## src/rtl/hall_pkg.sv

```systemverilog
// Shared types and width helpers for the Hall-sensor slice tracker.
// Latency: n/a (types and constant functions only).
// Backpressure: n/a.
package hall_pkg;

    // Tracker lock state, also used to derive the locked/stalled outputs.
    typedef enum logic [1:0] {
        IDLE    = 2'd0,
        ACQUIRE = 2'd1,
        LOCKED  = 2'd2,
        STALLED = 2'd3
    } tracker_state_t;

    // Width of the full-turn slice index (at least one bit).
    function automatic int slice_w(input int slices_per_turn);
        return (slices_per_turn > 1) ? $clog2(slices_per_turn) : 1;
    endfunction

    // log2 of the number of slices inside one sensor-to-sensor segment.
    function automatic int seg_w(input int slices_per_turn, input int num_sensors);
        return $clog2(slices_per_turn / num_sensors);
    endfunction

    // Width of a sensor index (at least one bit, even for a single sensor).
    function automatic int sens_w(input int num_sensors);
        return (num_sensors > 1) ? $clog2(num_sensors) : 1;
    endfunction

endpackage

```

## src/rtl/hall_input_filter.sv

```systemverilog
// One Hall channel: 2-flop synchroniser, debounce, falling-edge trigger.
// Latency: raw edge to trig = 2 + DEBOUNCE_CYCLES cycles.
// Backpressure: none; trig is a one-cycle pulse, re-armed only after the line reads inactive.
module hall_input_filter #(
    parameter int DEBOUNCE_CYCLES = 4
) (
    input  logic clk,
    input  logic rst,
    input  logic hall_n,
    output logic trig
);

    localparam int DB_W = $clog2(DEBOUNCE_CYCLES + 1);

    logic            sync_q1;
    logic            sync_q2;
    logic            level_n;
    logic [DB_W-1:0] db_cnt;

    // Two-stage synchroniser; idles high (no magnet).
    always_ff @(posedge clk) begin
        if (rst) begin
            sync_q1 <= 1'b1;
            sync_q2 <= 1'b1;
        end else begin
            sync_q1 <= hall_n;
            sync_q2 <= sync_q1;
        end
    end

    // Flip the filtered level after DEBOUNCE_CYCLES consecutive differing samples; pulse on going active.
    always_ff @(posedge clk) begin
        if (rst) begin
            level_n <= 1'b1;
            db_cnt  <= '0;
            trig    <= 1'b0;
        end else begin
            trig <= 1'b0;
            if (sync_q2 != level_n) begin
                if (db_cnt == DB_W'(DEBOUNCE_CYCLES - 1)) begin
                    level_n <= sync_q2;
                    db_cnt  <= '0;
                    trig    <= ~sync_q2;
                end else begin
                    db_cnt <= db_cnt + DB_W'(1);
                end
            end else begin
                db_cnt <= '0;
            end
        end
    end

endmodule

```

## src/rtl/hall_slice_tracker.sv

```systemverilog
// Measures Hall segment periods and emits per-slice sync pulses plus an offset full-turn slice index.
// Latency: trigger consumed -> position_sync/slice_cnt on the next cycle (both registered, aligned).
// Backpressure: none; free-running outputs, extra simultaneous triggers are dropped.
module hall_slice_tracker
    import hall_pkg::*;
#(
    parameter int NUM_SENSORS     = 2,
    parameter int SLICES_PER_TURN = 256,
    parameter int CNT_W           = 32,
    parameter int DEBOUNCE_CYCLES = 4,
    parameter int TIMEOUT_CYCLES  = 2**24,
    localparam int SLICE_W        = slice_w(SLICES_PER_TURN)
) (
    input  logic                   clk,
    input  logic                   rst,
    input  logic [NUM_SENSORS-1:0] hall_n,
    input  logic [SLICE_W-1:0]     slice_offset,
    output logic [SLICE_W-1:0]     slice_cnt,
    output logic                   position_sync,
    output logic                   locked,
    output logic                   stalled,
    output logic                   seq_error,
    output logic [CNT_W-1:0]       seg_period
);

    localparam int SEG_SLICES          = SLICES_PER_TURN / NUM_SENSORS;
    localparam int SEG_W               = seg_w(SLICES_PER_TURN, NUM_SENSORS);
    localparam int SENS_W              = sens_w(NUM_SENSORS);
    localparam logic [SLICE_W-1:0] SEG_LAST = SLICE_W'(SEG_SLICES - 1);

    tracker_state_t      state;
    tracker_state_t      state_nxt;
    logic [NUM_SENSORS-1:0] trig;
    logic                any_trig;
    logic [SENS_W-1:0]   trig_idx;
    logic [SENS_W-1:0]   last_idx;
    logic [SENS_W-1:0]   exp_idx;
    logic                seq_ok;
    logic                seq_err_nxt;
    logic [CNT_W-1:0]    period_cnt;
    logic                timeout;
    logic [CNT_W-1:0]    cps_raw;
    logic [CNT_W-1:0]    cps;
    logic [CNT_W-1:0]    slice_cyc;
    logic [CNT_W-1:0]    cyc_nxt;
    logic [SLICE_W-1:0]  raw;
    logic [SLICE_W-1:0]  raw_nxt;
    logic [SLICE_W-1:0]  seg_idx;
    logic                sync_nxt;

    for (genvar g = 0; g < NUM_SENSORS; g++) begin : g_filt
        hall_input_filter #(
            .DEBOUNCE_CYCLES(DEBOUNCE_CYCLES)
        ) u_filt (
            .clk    (clk),
            .rst    (rst),
            .hall_n (hall_n[g]),
            .trig   (trig[g])
        );
    end

    // Priority encoder: lowest-index trigger wins, the rest are dropped this cycle.
    always_comb begin
        any_trig = 1'b0;
        trig_idx = '0;
        for (int i = NUM_SENSORS - 1; i >= 0; i--) begin
            if (trig[i]) begin
                any_trig = 1'b1;
                trig_idx = SENS_W'(i);
            end
        end
    end

    // Saturating segment period counter, restarted at 1 by every trigger.
    always_ff @(posedge clk) begin
        if (rst) begin
            period_cnt <= '0;
        end else if (any_trig) begin
            period_cnt <= CNT_W'(1);
        end else if (period_cnt != '1) begin
            period_cnt <= period_cnt + CNT_W'(1);
        end
    end

    assign timeout = (period_cnt >= CNT_W'(TIMEOUT_CYCLES));

    // Latch the period only once a previous trigger bounds it (IDLE/STALLED periods are meaningless).
    always_ff @(posedge clk) begin
        if (rst) begin
            seg_period <= '0;
        end else if (any_trig && (state == ACQUIRE || state == LOCKED)) begin
            seg_period <= period_cnt;
        end
    end

    // Cycles per slice, never zero so the slice stepper always advances.
    always_comb begin
        cps_raw = seg_period >> SEG_W;
        cps     = (cps_raw == '0) ? CNT_W'(1) : cps_raw;
    end

    // Remember which sensor fired last for the sequence check.
    always_ff @(posedge clk) begin
        if (rst) begin
            last_idx <= '0;
        end else if (any_trig) begin
            last_idx <= trig_idx;
        end
    end

    // State register.
    always_ff @(posedge clk) begin
        if (rst) begin
            state <= IDLE;
        end else begin
            state <= state_nxt;
        end
    end

    // Next state and sequence check; a trigger takes priority over the timeout so STALLED can recover.
    always_comb begin
        state_nxt   = state;
        seq_err_nxt = 1'b0;
        exp_idx     = (NUM_SENSORS == 1) ? '0 : (last_idx + SENS_W'(1));
        seq_ok      = (trig_idx == exp_idx);
        if (any_trig) begin
            case (state)
                IDLE:    state_nxt = ACQUIRE;
                ACQUIRE: begin
                    if (seq_ok) begin
                        state_nxt = LOCKED;
                    end else begin
                        seq_err_nxt = 1'b1;
                    end
                end
                LOCKED:  seq_err_nxt = ~seq_ok;
                STALLED: state_nxt = ACQUIRE;
                default: state_nxt = IDLE;
            endcase
        end else if (timeout) begin
            state_nxt = STALLED;
        end
    end

    // Slice stepper: triggers resync to the sensor's segment base; the locking trigger already emits a sync.
    always_comb begin
        raw_nxt  = raw;
        cyc_nxt  = slice_cyc;
        sync_nxt = 1'b0;
        seg_idx  = raw & SEG_LAST;
        if (any_trig) begin
            raw_nxt  = SLICE_W'(trig_idx) << SEG_W;
            cyc_nxt  = '0;
            sync_nxt = (state_nxt == LOCKED);
        end else if (state == LOCKED) begin
            if (slice_cyc == cps - CNT_W'(1)) begin
                cyc_nxt = '0;
                // Hold on the last slice of the segment until the next sensor arrives.
                if (seg_idx != SEG_LAST) begin
                    raw_nxt  = raw + SLICE_W'(1);
                    sync_nxt = 1'b1;
                end
            end else begin
                cyc_nxt = slice_cyc + CNT_W'(1);
            end
        end
    end

    // Output registers: offset is applied to the next raw index so sync and index change together.
    always_ff @(posedge clk) begin
        if (rst) begin
            raw           <= '0;
            slice_cyc     <= '0;
            slice_cnt     <= slice_offset;
            position_sync <= 1'b0;
            seq_error     <= 1'b0;
        end else begin
            raw           <= raw_nxt;
            slice_cyc     <= cyc_nxt;
            slice_cnt     <= raw_nxt + slice_offset;
            position_sync <= sync_nxt;
            seq_error     <= seq_err_nxt;
        end
    end

    assign locked  = (state == LOCKED);
    assign stalled = (state == IDLE) || (state == STALLED);

endmodule

```

## config.mk

```make
export PLATFORM = sky130hd
export DESIGN_NAME = hall_slice_tracker
export DESIGN_NICKNAME = d
export VERILOG_FILES = /design/src/rtl/hall_pkg.sv /design/src/rtl/hall_input_filter.sv /design/src/rtl/hall_slice_tracker.sv
export SDC_FILE = /design/constraint.sdc
export NUM_CORES = 1
export LEC_CHECK = 0
export ABC_AREA = 0
export BUFFER_PORTS_ARGS = -buffer_cell sky130_fd_sc_hd__buf_2
export CAP_MARGIN = 5
export CORE_ASPECT_RATIO = 0.9
export CORE_MARGIN = 10
export CORE_UTILIZATION = 35
export CTS_BUF_LIST = sky130_fd_sc_hd__clkbuf_2 sky130_fd_sc_hd__clkbuf_4 sky130_fd_sc_hd__clkbuf_8
export DETAILED_ROUTE_END_ITERATION = 12
export HOLD_SLACK_MARGIN = 0.06
export PLACE_DENSITY = 0.55
export SLEW_MARGIN = 30
export SYNTH_ARGS = -nofsm -noshare
export SYNTH_HDL_FRONTEND = slang
export SYNTH_SLANG_ARGS = --single-unit
```

## constraint.sdc

```tcl
create_clock -name clk -period 6.1 [get_ports clk]
set_clock_uncertainty 0.2 [all_clocks]
set_input_delay 0.61 -clock clk [delete_from_list [all_inputs] [get_ports clk]]
set_output_delay 0.61 -clock clk [all_outputs]
set_load 0.02 [all_outputs]
```

[Yosys cells after proc, flatten, opt, wreduce, memory -nomap -nowiden]
Cells that the tools add are included.
W data, S select, Z words.
Word-level totals
  bits of input ports: 12
  register bits: 131
  word-level logic and storage cells: 86
Cells by class
  reduce and logical (&&, ||, !) cells: 15
  eq/ne operators: 12
  add/sub/neg operators: 8
  bitwise operators: 8
  $lt $le $gt $ge: 1
  muxes and demuxes: 22
Operator list (count)
  $add A32 B1 Y32 const B: 2
  $mux W8: 5
  $eq A32 B32 Y1: 1
  $ge A32 B25 Y1 const B: 1
  $logic_not A32 Y1: 1
  $mux W32: 1
  $ne A32 B32 Y1 const B: 1
  $sub A25 B1 Y26 const B: 1
  $mux W25: 1
  $reduce_or A3 Y1: 4
  $mux W1: 10
  $add A8 B1 Y8 const B: 1
  $add A8 B8 Y8: 1
  $not A1 Y1: 8
  $ne A7 B7 Y1 const B: 1
  $add A3 B1 Y3 const B: 2
  $eq A2 B2 Y1 const B: 3
  $eq A3 B2 Y1 const B: 2
  $mux W2: 3
  $reduce_or A2 Y1: 3
  $pmux W2 S2: 1
  $reduce_and A2 Y1: 2
  $eq A2 B1 Y1 const B: 1
  $logic_not A2 Y1: 1
  7 further kinds: 9

[Depth between registers and ports, before layout]
Gate-level depths: netlist of the first run.
  depth in word-level cells: 9
  depth in mapped cells: 26
  mapped depth without buffers: 24

[Hierarchy]
Synthesis of the first run repeated with hierarchy kept, for this count alone.
Unflattened totals
  cell total of the unflattened synthesis: 807
  area, all modules: 6751.5 µm²
Modules (own cells, without submodules)
  hall_slice_tracker: instances 1, cells each 769, area each 6258.5 µm²
  hall_input_filter: instances 2, cells each 19, area each 246.5 µm²

[Least setup slack after synthesis of the first run]
OpenSTA, ideal clock, no wires.
  path kind: reg-to-reg
  start point: register seg_period[12]
  end point: register slice_cnt[7]
  stages on the path, launching flop included: 25
  path slack: 362 ps
  library setup time: 127 ps
  arrival time: 5411 ps
  buffers on the path: 1
  cell sequence: dfxtp_1 -> or4_1 -> buf_2 -> or3_4 -> o31a_1 -> ha_1 -> xor2_1 -> and3_1 -> o221ai_1 -> a221oi_1 -> nand4_1 -> or4_4 -> nor2_4 -> mux2i_1 -> nand2b_4 -> inv_2 -> ha_1 -> a21o_1 -> a21oi_1 -> o21bai_1 -> a21oi_1 -> o21ai_0 -> mux2i_1 -> o221ai_1 -> xor2_1
Between the ends
  longest elaborated chain between the ends: 9
RTL lines
  start, declared: RTL line hall_slice_tracker.sv:23  | output logic [CNT_W-1:0] seg_period
  start signal, assigned: RTL line hall_slice_tracker.sv:92  | seg_period <= period_cnt;
  $logic_not A32 Y1: RTL line hall_slice_tracker.sv:99  | cps = (cps_raw == '0) ? CNT_W'(1) : cps_raw;
  $mux W25 *: RTL line hall_slice_tracker.sv:99
  $sub A25 B1 Y26 *: RTL line hall_slice_tracker.sv:156  | if (slice_cyc == cps - CNT_W'(1)) begin
  $eq A32 B32 Y1 *: RTL line hall_slice_tracker.sv:156
  $mux W8 *: RTL line hall_slice_tracker.sv:156
  $mux W8 *: RTL line hall_slice_tracker.sv:155  | end else if (state == LOCKED) begin
  $mux W8 *: RTL line hall_slice_tracker.sv:151  | if (any_trig) begin
  net raw_nxt[1]: RTL line hall_slice_tracker.sv:47  | logic [SLICE_W-1:0] raw_nxt;
  $add A8 B8 Y8 *: RTL line hall_slice_tracker.sv:180  | slice_cnt <= raw_nxt + slice_offset;
  $mux W8 *: RTL line hall_slice_tracker.sv:171  | if (rst) begin
  end signal, assigned: RTL line hall_slice_tracker.sv:174  | slice_cnt <= slice_offset;
  end signal, assigned: RTL line hall_slice_tracker.sv:180
  end, declared: RTL line hall_slice_tracker.sv:18  | output logic [SLICE_W-1:0] slice_cnt,
The timed path passes the listed nets; every way through them passes the cells marked *.
A chain may end at the register's enable or synchronous reset.

[Worst setup path in the final report of the first run]
Same ends and word-level chain as after synthesis.

==> flow_metrics.env, run 1 <==
export IMPL_final_common_cell="dfxtp_1"
export IMPL_drive_above_1_share_pct=15.95
export IMPL_cp_max_fo=5
export IMPL_syn_area_um2=6571
export IMPL_r2r_end="slice_cnt[7]"
export IMPL_htreeDepth=4
export IMPL_cp_num_buf_inv=1
export IMPL_critPathArrivalTime_ns=5.80
export IMPL_diodes=0
export IMPL_drt_iter0_markers=366
export IMPL_setup_viol=0
export IMPL_synthArstFlopShare_pct=0
export IMPL_final_cell_mix="dfxtp_1, nand2_1, nor2_1, xor2_1, buf_2"
export IMPL_critical_path_slowest_cell="or4_4"
export IMPL_clk_latency_ns=0.46
export IMPL_crit_type="register to register"
export IMPL_synth_area_per_cell_um2=8.194
export IMPL_status="completed"
export IMPL_slew_headroom_pct=53.99
export IMPL_wl_per_cell_um=14.54
export IMPL_max_cap_violations=0
export IMPL_path_depth=23
export IMPL_synth_edff_count=0
export IMPL_ir_drop_uv=128.9
export IMPL_postSynthCellCount=802
export IMPL_reg2reg_slack_ns=0.45
export IMPL_fp_dieW_um=164.4
export IMPL_die_area_um2=24660
export IMPL_start_kind="register"
export IMPL_clockBufferDepth=2
export IMPL_drtAntennaViolNets=0
export IMPL_tightestPinTransition_ns=0.6805
export IMPL_grt_pass1_wl_mm=26.99
export IMPL_final_nets=902
export IMPL_p_switching_mw=0.4030
export IMPL_grt_overflow=0
export IMPL_route_detailed_drc=0
export IMPL_cts_root_buf="clkbuf_8"
export IMPL_synth_seq_area_share_pct=39.91
export IMPL_p_leak_nw=3.044
export IMPL_swShare_pct=23.13
export IMPL_worst_hold_path_num_cells=2
export IMPL_setup_tns_ns=0
export IMPL_cp_required_ns=6.25
export IMPL_power_density_nw_per_um2=226.4
export IMPL_via_count=5561
export IMPL_fmax_ghz=0.1769
export IMPL_reg2reg_depth=23
export IMPL_synth_ff_type="dfxtp_1"
export IMPL_port_buffers=55
export IMPL_first_pass_iters=4
export IMPL_synth_cell_types=64
export IMPL_area_growth_pct=17.12
export IMPL_grt_use_total_pct=13.71
export IMPL_yosys_warnings=0
export IMPL_synth_seq_cells=131
export IMPL_viasPerCell=4.926
export IMPL_period_needed_ns=5.653
export IMPL_combPwrFrac_pct=2.6
export IMPL_cts_clk_slew_worst_paths_ns=0.08
export IMPL_cts_buffers=17
export IMPL_cp_slowest_stage_delay_ns=0.60
export IMPL_die_y_um=150.0
export IMPL_fin_crit_sh_pct=92.67
export IMPL_seqPwrFrac_pct=49.7
export IMPL_initial_core_util_pct=35.70
export IMPL_gp_congestion=0.9077
export IMPL_rows=47
export IMPL_clkPwrFrac_pct=47.8
export IMPL_min_path_type="primary input to register"
export IMPL_cp_end_kind="register"
export IMPL_grt_max_degree=67
export IMPL_p_int_mw=1.339
export IMPL_critPathTopFamily="simple AND/OR/NAND/NOR gates"
export IMPL_timing_final_hold_violations=0
export IMPL_antenna_found_initial=0
export IMPL_dpl_hpwl_mm=12.12
export IMPL_hp_start="slice_offset[7]"
export IMPL_syn_num_nets=833
export IMPL_placed_cells=1097
export IMPL_min_to="slice_cnt[7]"
export IMPL_coreArea_um2=18410
export IMPL_rsz0062_at_grt="no"
export IMPL_path_cells="or4_1, or3_4, o31a_1, ha_1, xor2_1, and3_1, o221ai_1, a221oi_1, nand4_1, or4_4, nor2_4, mux2i_1, nand2b_4, inv_2, ha_1, a21o_1, a21oi_2, o21bai_1, a21oi_2, o21ai_1, mux2i_1, o221ai_1, xor2_1"
export IMPL_r2r_start="seg_period[12]"
export IMPL_routed_wl_mm=16.41
export IMPL_ctsHoldBuffers=0
export IMPL_cts_tree="built"
export IMPL_slew_violations=0
export IMPL_cts_sinks=131
export IMPL_ios=56
export IMPL_grt_pass1_vias=5235
export IMPL_fin_cells=1129
worst reg2reg max path, stage by stage, from the launching register on:
cell	delay (ns)
dfxtp_1	0.31
or4_1	0.54
or3_4	0.44
o31a_1	0.29
ha_1	0.32
xor2_1	0.12
and3_1	0.17
o221ai_1	0.11
a221oi_1	0.22
nand4_1	0.16
or4_4	0.60
nor2_4	0.16
mux2i_1	0.23
nand2b_4	0.17
inv_2	0.04
ha_1	0.26
a21o_1	0.18
a21oi_2	0.17
o21bai_1	0.10
a21oi_2	0.18
o21ai_1	0.14
mux2i_1	0.16
o221ai_1	0.13
xor2_1	0.17
layout make-up:
cell class                 count  area, µm²
clock buffer                  18      247.7
inverter                      25      93.84
fill                        1896      10710
sequential                   131       2623
multi-input combinational    612       3732
timing repair buffer          84      493.0
tap                          245      306.5
clock inverter                14      200.2
cell usage after synthesis, types with 4 or more instances:
cell type	count	area share [%]
dfxtp_1	131	40
nand2_1	111	6.3
nor2_1	110	6.3
xor2_1	57	7.6
a21oi_1	52	4.0
xnor2_1	39	5.2
clkbuf_1	27	1.5
inv_1	24	1.4
nand3_1	24	1.8
nand4_1	19	1.8
nor3_1	19	1.4
and3_1	18	1.7
ha_1	18	3.4
o21ai_0	15	1.1
nor4_1	13	1.2
or3_1	13	1.2
or4_1	10	1.1
or2_2	9	0.86
nor2b_1	6	0.57
and2_1	5	0.48
mux2i_1	5	0.76
nand3b_1	5	0.57
a211oi_1	4	0.46
nand2b_1	4	0.38
per-layer routing:
layer  part of all wire, %  global-route usage (%)  up-vias  routed length (µm)
li1                      -                       -     2885                   -
met1                    48                   18.31     2560                7944
met2                    44                   20.14      101                7273
met3                   5.9                   4.642       15                 976
met4                   1.3                   4.823        0                 218
met5                     0                       0        -                   0
cell families (layout without fill, tap and decap cells):
family                     count (synthesis)  after routing  share of synthesized area, %
and+or+nand+nor                          387            387                         29.00
DFF                                      131            131                         39.91
AOI/OAI and AO/OA                        102            102                         9.425
xor gates and xnor gates                  98             98                         13.40
buffers and inverters                     59            141                         3.599
adders and majority gates                 19             19                         3.732
muxes                                      6              6                        0.9330
worst max-delay path by stage:
| stage | from | end | slack (ns) |
|---|---|---|---|
| after floorplan | seg_period[12] | slice_cnt[7] | 0.36 |
| after global placement | seg_period[12] | slice_cnt[7] | 0.33 |
| after detailed placement | seg_period[12] | slice_cnt[7] | 0.25 |
| after CTS | seg_period[12] | slice_cnt[7] | 0.25 |
| after global routing | seg_period[18] | slice_cnt[7] | 0.04 |
| final | seg_period[12] | slice_cnt[7] | 0.45 |
sequential cells by signal, summed over array words and instances, names as in the netlist, 6 cells and up:
signal and count:
slice_cnt 8, period_cnt 32, g_filt.u_filt.db_cnt 6, seg_period 32, slice_cyc 32, raw 8
repair_timing:
| action | CTS | global route |
|---|---|---|
| buffers inserted | 0 | 0 |
| endpoints found under the setup margin | 0 | 1 |
| gates resized for setup | 0 | 5 |
metrics by stage:
| stage | total power [mW] | setup WS, ns | instance area (µm²) | utilization (%) | hold WS (ns) |
|---|---|---|---|---|---|
| after floorplan | 0.9162 | 0.3620 | 6571 | - | 0.1895 |
| after global placement | 0.9305 | 0.3311 | 7231 | 39.28 | 0.1980 |
| after detailed placement | 0.9310 | 0.2539 | 7231 | 39.28 | 0.1950 |
| after CTS | 1.771 | 0.2513 | 7679 | 41.72 | 0.09180 |
| after global routing | 1.819 | 0.04387 | 7696 | 41.81 | 0.09088 |
| final | 1.742 | 0.4474 | 7696 | 41.81 | 0.1287 |
power by group through the flow:
stage,clock [mW],sequential (mW),combinational (mW)
3_5_place_dp,0,0.886,0.0453
2_1_floorplan,0,0.891,0.0256
6_report,0.832,0.866,0.0445
4_1_cts,0.860,0.865,0.0454
3_3_place_gp,0,0.886,0.0450
5_1_grt,0.901,0.867,0.0506
No activity file was read; power rests on OpenSTA's default activity.
==> run 2: changes to the inputs <==
--- a/config.mk
+++ b/config.mk
@@ -10,11 +10,11 @@
 export CAP_MARGIN = 5
 export CORE_ASPECT_RATIO = 0.9
 export CORE_MARGIN = 10
-export CORE_UTILIZATION = 35
+export CORE_UTILIZATION = 53
 export CTS_BUF_LIST = sky130_fd_sc_hd__clkbuf_2 sky130_fd_sc_hd__clkbuf_4 sky130_fd_sc_hd__clkbuf_8
 export DETAILED_ROUTE_END_ITERATION = 12
 export HOLD_SLACK_MARGIN = 0.06
-export PLACE_DENSITY = 0.55
+export PLACE_DENSITY = 0.75
 export SLEW_MARGIN = 30
 export SYNTH_ARGS = -nofsm -noshare
 export SYNTH_HDL_FRONTEND = slang
==> run 2 against run 1 <==
Design area is 2.0% lower; sequential share of layout area is 0.68 points higher; global-route usage is 5.1 points higher; wire length is 0.26% lower; non-clock buffer count is 7 lower; count of clock-buffer cells in the layout is 1 lower; clock power is 5.5% lower; final cell count is 8.1% lower; via count is 3.5% higher; critical path depth stayed put; register-to-register slack worse by 0.15 ns; critical path type unchanged; critical endpoint unchanged; largest cell class unchanged.
==> flow_metrics.env, run 2 (same netlist as run 1, synthesis figures left out) <==
export IMPL_min_path_type="primary input to register"
export IMPL_diodes=0
export IMPL_fmax_ghz=0.1722
export IMPL_first_pass_iters=5
export IMPL_r2r_end="slice_cnt[7]"
export IMPL_reg_largest_list="period_cnt x32, seg_period x32, slice_cyc x32"
export IMPL_drt_iter0_markers=483
export IMPL_drive_above_1_share_pct=15.74
export IMPL_worst_hold_path_num_cells=2
export IMPL_reg2reg_depth=23
export IMPL_fp_dieW_um=137.4
export IMPL_grt_max_degree=67
export IMPL_reg2reg_slack_ns=0.29
export IMPL_area_growth_pct=14.83
export IMPL_setup_tns_ns=0
export IMPL_power_density_nw_per_um2=224.6
export IMPL_path_cells="or4_1, or3_4, o31a_1, ha_1, xor2_1, and3_1, o221ai_1, a221oi_2, nand4_1, or4_4, nor2_4, mux2i_2, nand2b_4, inv_2, ha_1, a21o_1, a21oi_2, o21bai_1, a21oi_2, o21ai_2, mux2i_1, o221ai_1, xor2_1"
export IMPL_htreeDepth=4
export IMPL_fin_area_um2=7546
export IMPL_nFillCells=1073
export IMPL_gp_congestion=0.8777
export IMPL_dpl_cell_area_um2=7064
export IMPL_cts_tree="built"
export IMPL_die_area_um2=17260
export IMPL_cp_required_ns=6.24
export IMPL_setup_viol=0
export IMPL_cp_max_fo=7
export IMPL_timing_final_hold_violations=0
export IMPL_status="completed"
export IMPL_cp_slowest_stage_delay_ns=0.60
export IMPL_drtAntennaViolNets=0
export IMPL_coreArea_um2=12080
export IMPL_critPathArrivalTime_ns=5.94
export IMPL_rsz0062_at_grt="no"
export IMPL_grt_overflow=0
export IMPL_r2r_start="seg_period[13]"
export IMPL_cts_sinks=131
export IMPL_grt_use_total_pct=18.81
export IMPL_ctsHoldBuffers=0
export IMPL_via_count=5756
export IMPL_grt_pass1_vias=5503
export IMPL_max_cap_violations=0
export IMPL_route_detailed_drc=0
export IMPL_grt_pass1_wl_mm=26.67
export IMPL_min_to="slice_cnt[7]"
export IMPL_cts_root_buf="clkbuf_8"
export IMPL_cp_end_kind="register"
export IMPL_ir_drop_uv=156.8
export IMPL_routed_wl_mm=16.37
export IMPL_p_leak_nw=2.998
export IMPL_cts_buffers=17
export IMPL_critical_path_slowest_cell="or4_4"
export IMPL_hp_start="slice_offset[7]"
export IMPL_wl_per_cell_um=15.79
export IMPL_cts_clk_slew_worst_paths_ns=0.09
export IMPL_rows=38
export IMPL_dpl_hpwl_mm=11.98
export IMPL_slew_headroom_pct=50.26
export IMPL_ios=56
export IMPL_start_kind="register"
export IMPL_final_common_cell="dfxtp_1"
export IMPL_fin_crit_sh_pct=95.18
export IMPL_final_nets=895
export IMPL_final_cell_mix="dfxtp_1, nand2_1, nor2_1, xor2_1, buf_2"
export IMPL_utilization_pct=62.48
export IMPL_clockBufferDepth=2
export IMPL_clk_latency_ns=0.44
export IMPL_tightestPinTransition_ns=0.7443
export IMPL_period_needed_ns=5.806
export IMPL_antenna_found_initial=0
export IMPL_port_buffers=55
export IMPL_die_y_um=125.6
export IMPL_crit_type="register to register"
export IMPL_initial_core_util_pct=54.41
export IMPL_viasPerCell=5.551
export IMPL_slew_violations=0
==> run 2: how the worst max path moves through the flow <==
stage	from	endpoint	slack (ns)	depth (start not counted)
detailed placement	seg_period[17]	slice_cnt[7]	0.05	23
floorplan	seg_period[12]	slice_cnt[7]	0.36	24
global route	seg_period[13]	slice_cnt[7]	0.0008	23
global placement	seg_period[17]	slice_cnt[7]	0.18	23
finish	seg_period[13]	slice_cnt[7]	0.29	23
CTS	seg_period[17]	slice_cnt[7]	0.02	23
==> run 2: timing repair <==
action | CTS | global route
setup endpoints to repair | 0 | 1
setup buffers | 0 | 2
resized for setup | 0 | 10
==> run 2: per-layer routing <==
layer,vias up,wire length [µm],track usage [%]
met5,-,0,0
met4,0,205,5.266
li1,2854,-,-
met2,160,7641,29.46
met3,17,1007,5.763
met1,2725,7516,24.45
==> run 2: layout make-up <==
class | instances | area, µm² | area share, %
sequential | 131 | 2623 | 34.75
clock inverter | 15 | 195.2 | 2.587
clock buffer | 17 | 234.0 | 3.101
multi-input combinational | 612 | 3757 | 49.79
tap | 160 | 200.2 | 2.653
timing repair buffer | 77 | 442.9 | 5.870
inverter | 25 | 93.84 | 1.244
==> run 2: power by group <==
part	internal, mW	switching [mW]
Sequential	0.862	0.00369
Clock	0.414	0.371
Combinational	0.0143	0.0296
Total	1.29	0.404
==> run 2: critical path, delay by kind of cell (launching register included) <==
| kind | cells | cell delay [ns] |
|---|---|---|
| AND/OR/NAND/NOR | 7 | 2.30 |
| AO/OA/AOI/OAI | 9 | 1.49 |
| adder cells (fa/ha/maj) | 2 | 0.59 |
| multiplexers | 2 | 0.40 |
| flip-flops | 1 | 0.37 |
| XOR/XNOR | 2 | 0.29 |
| buffers and inverters | 1 | 0.03 |
==> run 2: stage by stage <==
stage | worst slack (ns) | std cells | power, mW | hold slack (ns)
finish | 0.2938 | 1037 | 1.695 | 0.1446
global placement | 0.1812 | 1003 | 0.9279 | 0.1913
floorplan | 0.3620 | 802 | 0.9162 | 0.1895
CTS | 0.01904 | 1035 | 1.714 | 0.1162
detailed placement | 0.04651 | 1003 | 0.9294 | 0.1928
global route | 0.0007701 | 1037 | 1.757 | 0.1123
==> run 3: changes to the inputs <==
--- a/config.mk
+++ b/config.mk
@@ -14,7 +14,7 @@
 export CTS_BUF_LIST = sky130_fd_sc_hd__clkbuf_2 sky130_fd_sc_hd__clkbuf_4 sky130_fd_sc_hd__clkbuf_8
 export DETAILED_ROUTE_END_ITERATION = 12
 export HOLD_SLACK_MARGIN = 0.06
-export PLACE_DENSITY = 0.75
+export PLACE_DENSITY = 0.81
 export SLEW_MARGIN = 30
 export SYNTH_ARGS = -nofsm -noshare
 export SYNTH_HDL_FRONTEND = slang
==> run 3 against run 2 <==
Power rose by 0.13%; global-route usage fell by 0.38 points; combinational power barely moved; final cell count fell by 0.19%; via count fell by 0.99%; first-iteration DRC count fell by 14%; utilization fell by 0.23 points.
==> flow_metrics.env, run 3 (same netlist as run 1, synthesis figures left out) <==
export IMPL_status="completed"
export IMPL_cts_sinks=131
export IMPL_fmax_ghz=0.1718
export IMPL_power_density_nw_per_um2=225.7
export IMPL_grt_pass1_wl_mm=26.04
export IMPL_fin_crit_sh_pct=95.41
export IMPL_cts_clk_slew_worst_paths_ns=0.08
export IMPL_clk_latency_ns=0.45
export IMPL_rsz0062_at_grt="no"
export IMPL_timing_final_hold_violations=0
export IMPL_reg_largest_list="period_cnt x32, seg_period x32, slice_cyc x32"
export IMPL_dpl_hpwl_mm=11.29
export IMPL_final_common_cell="dfxtp_1"
export IMPL_routed_wl_mm=15.64
export IMPL_worst_slack_ns=0.2802
export IMPL_grt_max_degree=67
export IMPL_ir_drop_uv=241.9
export IMPL_register_area_um2=2623
export IMPL_drive_above_1_share_pct=15.31
export IMPL_viasPerCell=5.506
export IMPL_r2r_start="seg_period[18]"
export IMPL_critPathArrivalTime_ns=5.95
export IMPL_initial_core_util_pct=54.41
export IMPL_crit_type="register to register"
export IMPL_antenna_found_initial=0
export IMPL_endpoint="slice_cnt[7]"
export IMPL_nFillCells=1039
export IMPL_cts_buffers=17
export IMPL_cts_root_buf="clkbuf_8"
export IMPL_slew_violations=0
export IMPL_cp_required_ns=6.23
export IMPL_area_growth_pct=14.41
export IMPL_max_cap_violations=0
export IMPL_port_buffers=55
export IMPL_htreeDepth=4
export IMPL_drt_iter0_markers=413
export IMPL_tightestPinTransition_ns=0.6534
export IMPL_final_nets=893
export IMPL_slew_headroom_pct=56.35
export IMPL_grt_overflow=0
export IMPL_grt_use_total_pct=18.43
export IMPL_reg2reg_depth=23
export IMPL_die_y_um=125.6
export IMPL_diodes=0
export IMPL_min_path_type="primary input to register"
export IMPL_coreArea_um2=12080
export IMPL_final_cell_mix="dfxtp_1, nand2_1, nor2_1, xor2_1, buf_2"
export IMPL_wl_per_cell_um=15.11
export IMPL_drtAntennaViolNets=0
export IMPL_cp_end_kind="register"
export IMPL_rows=38
export IMPL_route_detailed_drc=0
export IMPL_dpl_cell_area_um2=7052
export IMPL_reg2reg_slack_ns=0.28
export IMPL_ios=56
export IMPL_clockBufferDepth=2
export IMPL_p_leak_nw=2.994
export IMPL_die_area_um2=17260
export IMPL_period_needed_ns=5.820
export IMPL_fp_dieW_um=137.4
export IMPL_multiInputGateArea_um2=3745
export IMPL_cp_max_fo=6
export IMPL_r2r_end="slice_cnt[7]"
export IMPL_cp_startpoint="seg_period[18]"
export IMPL_fin_area_um2=7518
export IMPL_cts_tree="built"
export IMPL_dp_slack_ns=0.06406
export IMPL_setup_tns_ns=0
export IMPL_via_count=5699
export IMPL_first_pass_iters=5
export IMPL_grt_pass1_vias=5399
export IMPL_setup_viol=0
export IMPL_gp_congestion=0.9740
export IMPL_start_kind="register"
## run 3: what timing repair did
item                                    in CTS  in global routing
endpoints found under the setup margin       0                  1
hold buffers                                 0                  0
resized for setup                            0                  8
setup buffers                                0                  1
## run 3: layer usage
layer / GRT usage (%) / part of all wire (%) / vias up
li1: - / - / 2857
met1: 23.46 / 45 / 2663
met2: 28.61 / 46 / 158
met3: 6.359 / 6.6 / 21
met4: 5.886 / 1.6 / 0
met5: 0 / 0 / -
## run 3: how the worst min path moves through the flow
stage	end	depth (start not counted)	start	slack [ns]
floorplan	g_filt[0].u_filt.sync_q2	1	g_filt[0].u_filt.sync_q1	0.19
global placement	g_filt[0].u_filt.sync_q2	1	g_filt[0].u_filt.sync_q1	0.20
detailed placement	g_filt[0].u_filt.sync_q2	1	g_filt[0].u_filt.sync_q1	0.19
CTS	slice_cnt[7]	2	slice_offset[7]	0.12
global route	g_filt[0].u_filt.sync_q1	2	hall_n[0]	0.11
finish	slice_cnt[7]	2	slice_offset[7]	0.14
## run 3: cell type report
cell class              instances  share of cell area, %
repair buffers                 75                  5.691
clock inverters                13                  2.313
well taps                     160                  2.663
flip-flops and latches        131                  34.88
inverters                      25                  1.248
multi-input cells             612                  49.81
clock buffers                  19                  3.395
## run 3: where the power goes
group	internal, mW	switching (mW)
registers	0.862	0.00360
clock network	0.427	0.361
logic	0.0143	0.0296
## run 3: worst max-delay path, stage by stage (launching register included)
cell	delay (ns)
dfxtp_1	0.38
or4_1	0.57
or3_4	0.42
o31a_1	0.28
ha_1	0.32
xor2_1	0.12
and3_1	0.17
o221ai_1	0.12
a221oi_2	0.19
nand4_1	0.16
or4_4	0.61
nor2_4	0.18
mux2i_1	0.24
nand2b_4	0.17
inv_2	0.03
ha_1	0.26
a21o_1	0.13
a21oi_2	0.07
o21bai_1	0.19
a21oi_2	0.10
o21ai_1	0.27
mux2i_1	0.22
o221ai_1	0.14
xor2_1	0.17
## run 3: stage by stage
step | power, mW | std cells | hold WS (ns) | util [%]
6_report | 1.697 | 1035 | 0.1430 | 62.26
3_3_place_gp | 0.9289 | 1002 | 0.1973 | 58.37
2_1_floorplan | 0.9162 | 802 | 0.1895 | -
5_1_grt | 1.759 | 1035 | 0.1110 | 62.26
4_1_cts | 1.711 | 1034 | 0.1220 | 61.95
3_5_place_dp | 0.9297 | 1002 | 0.1947 | 58.39
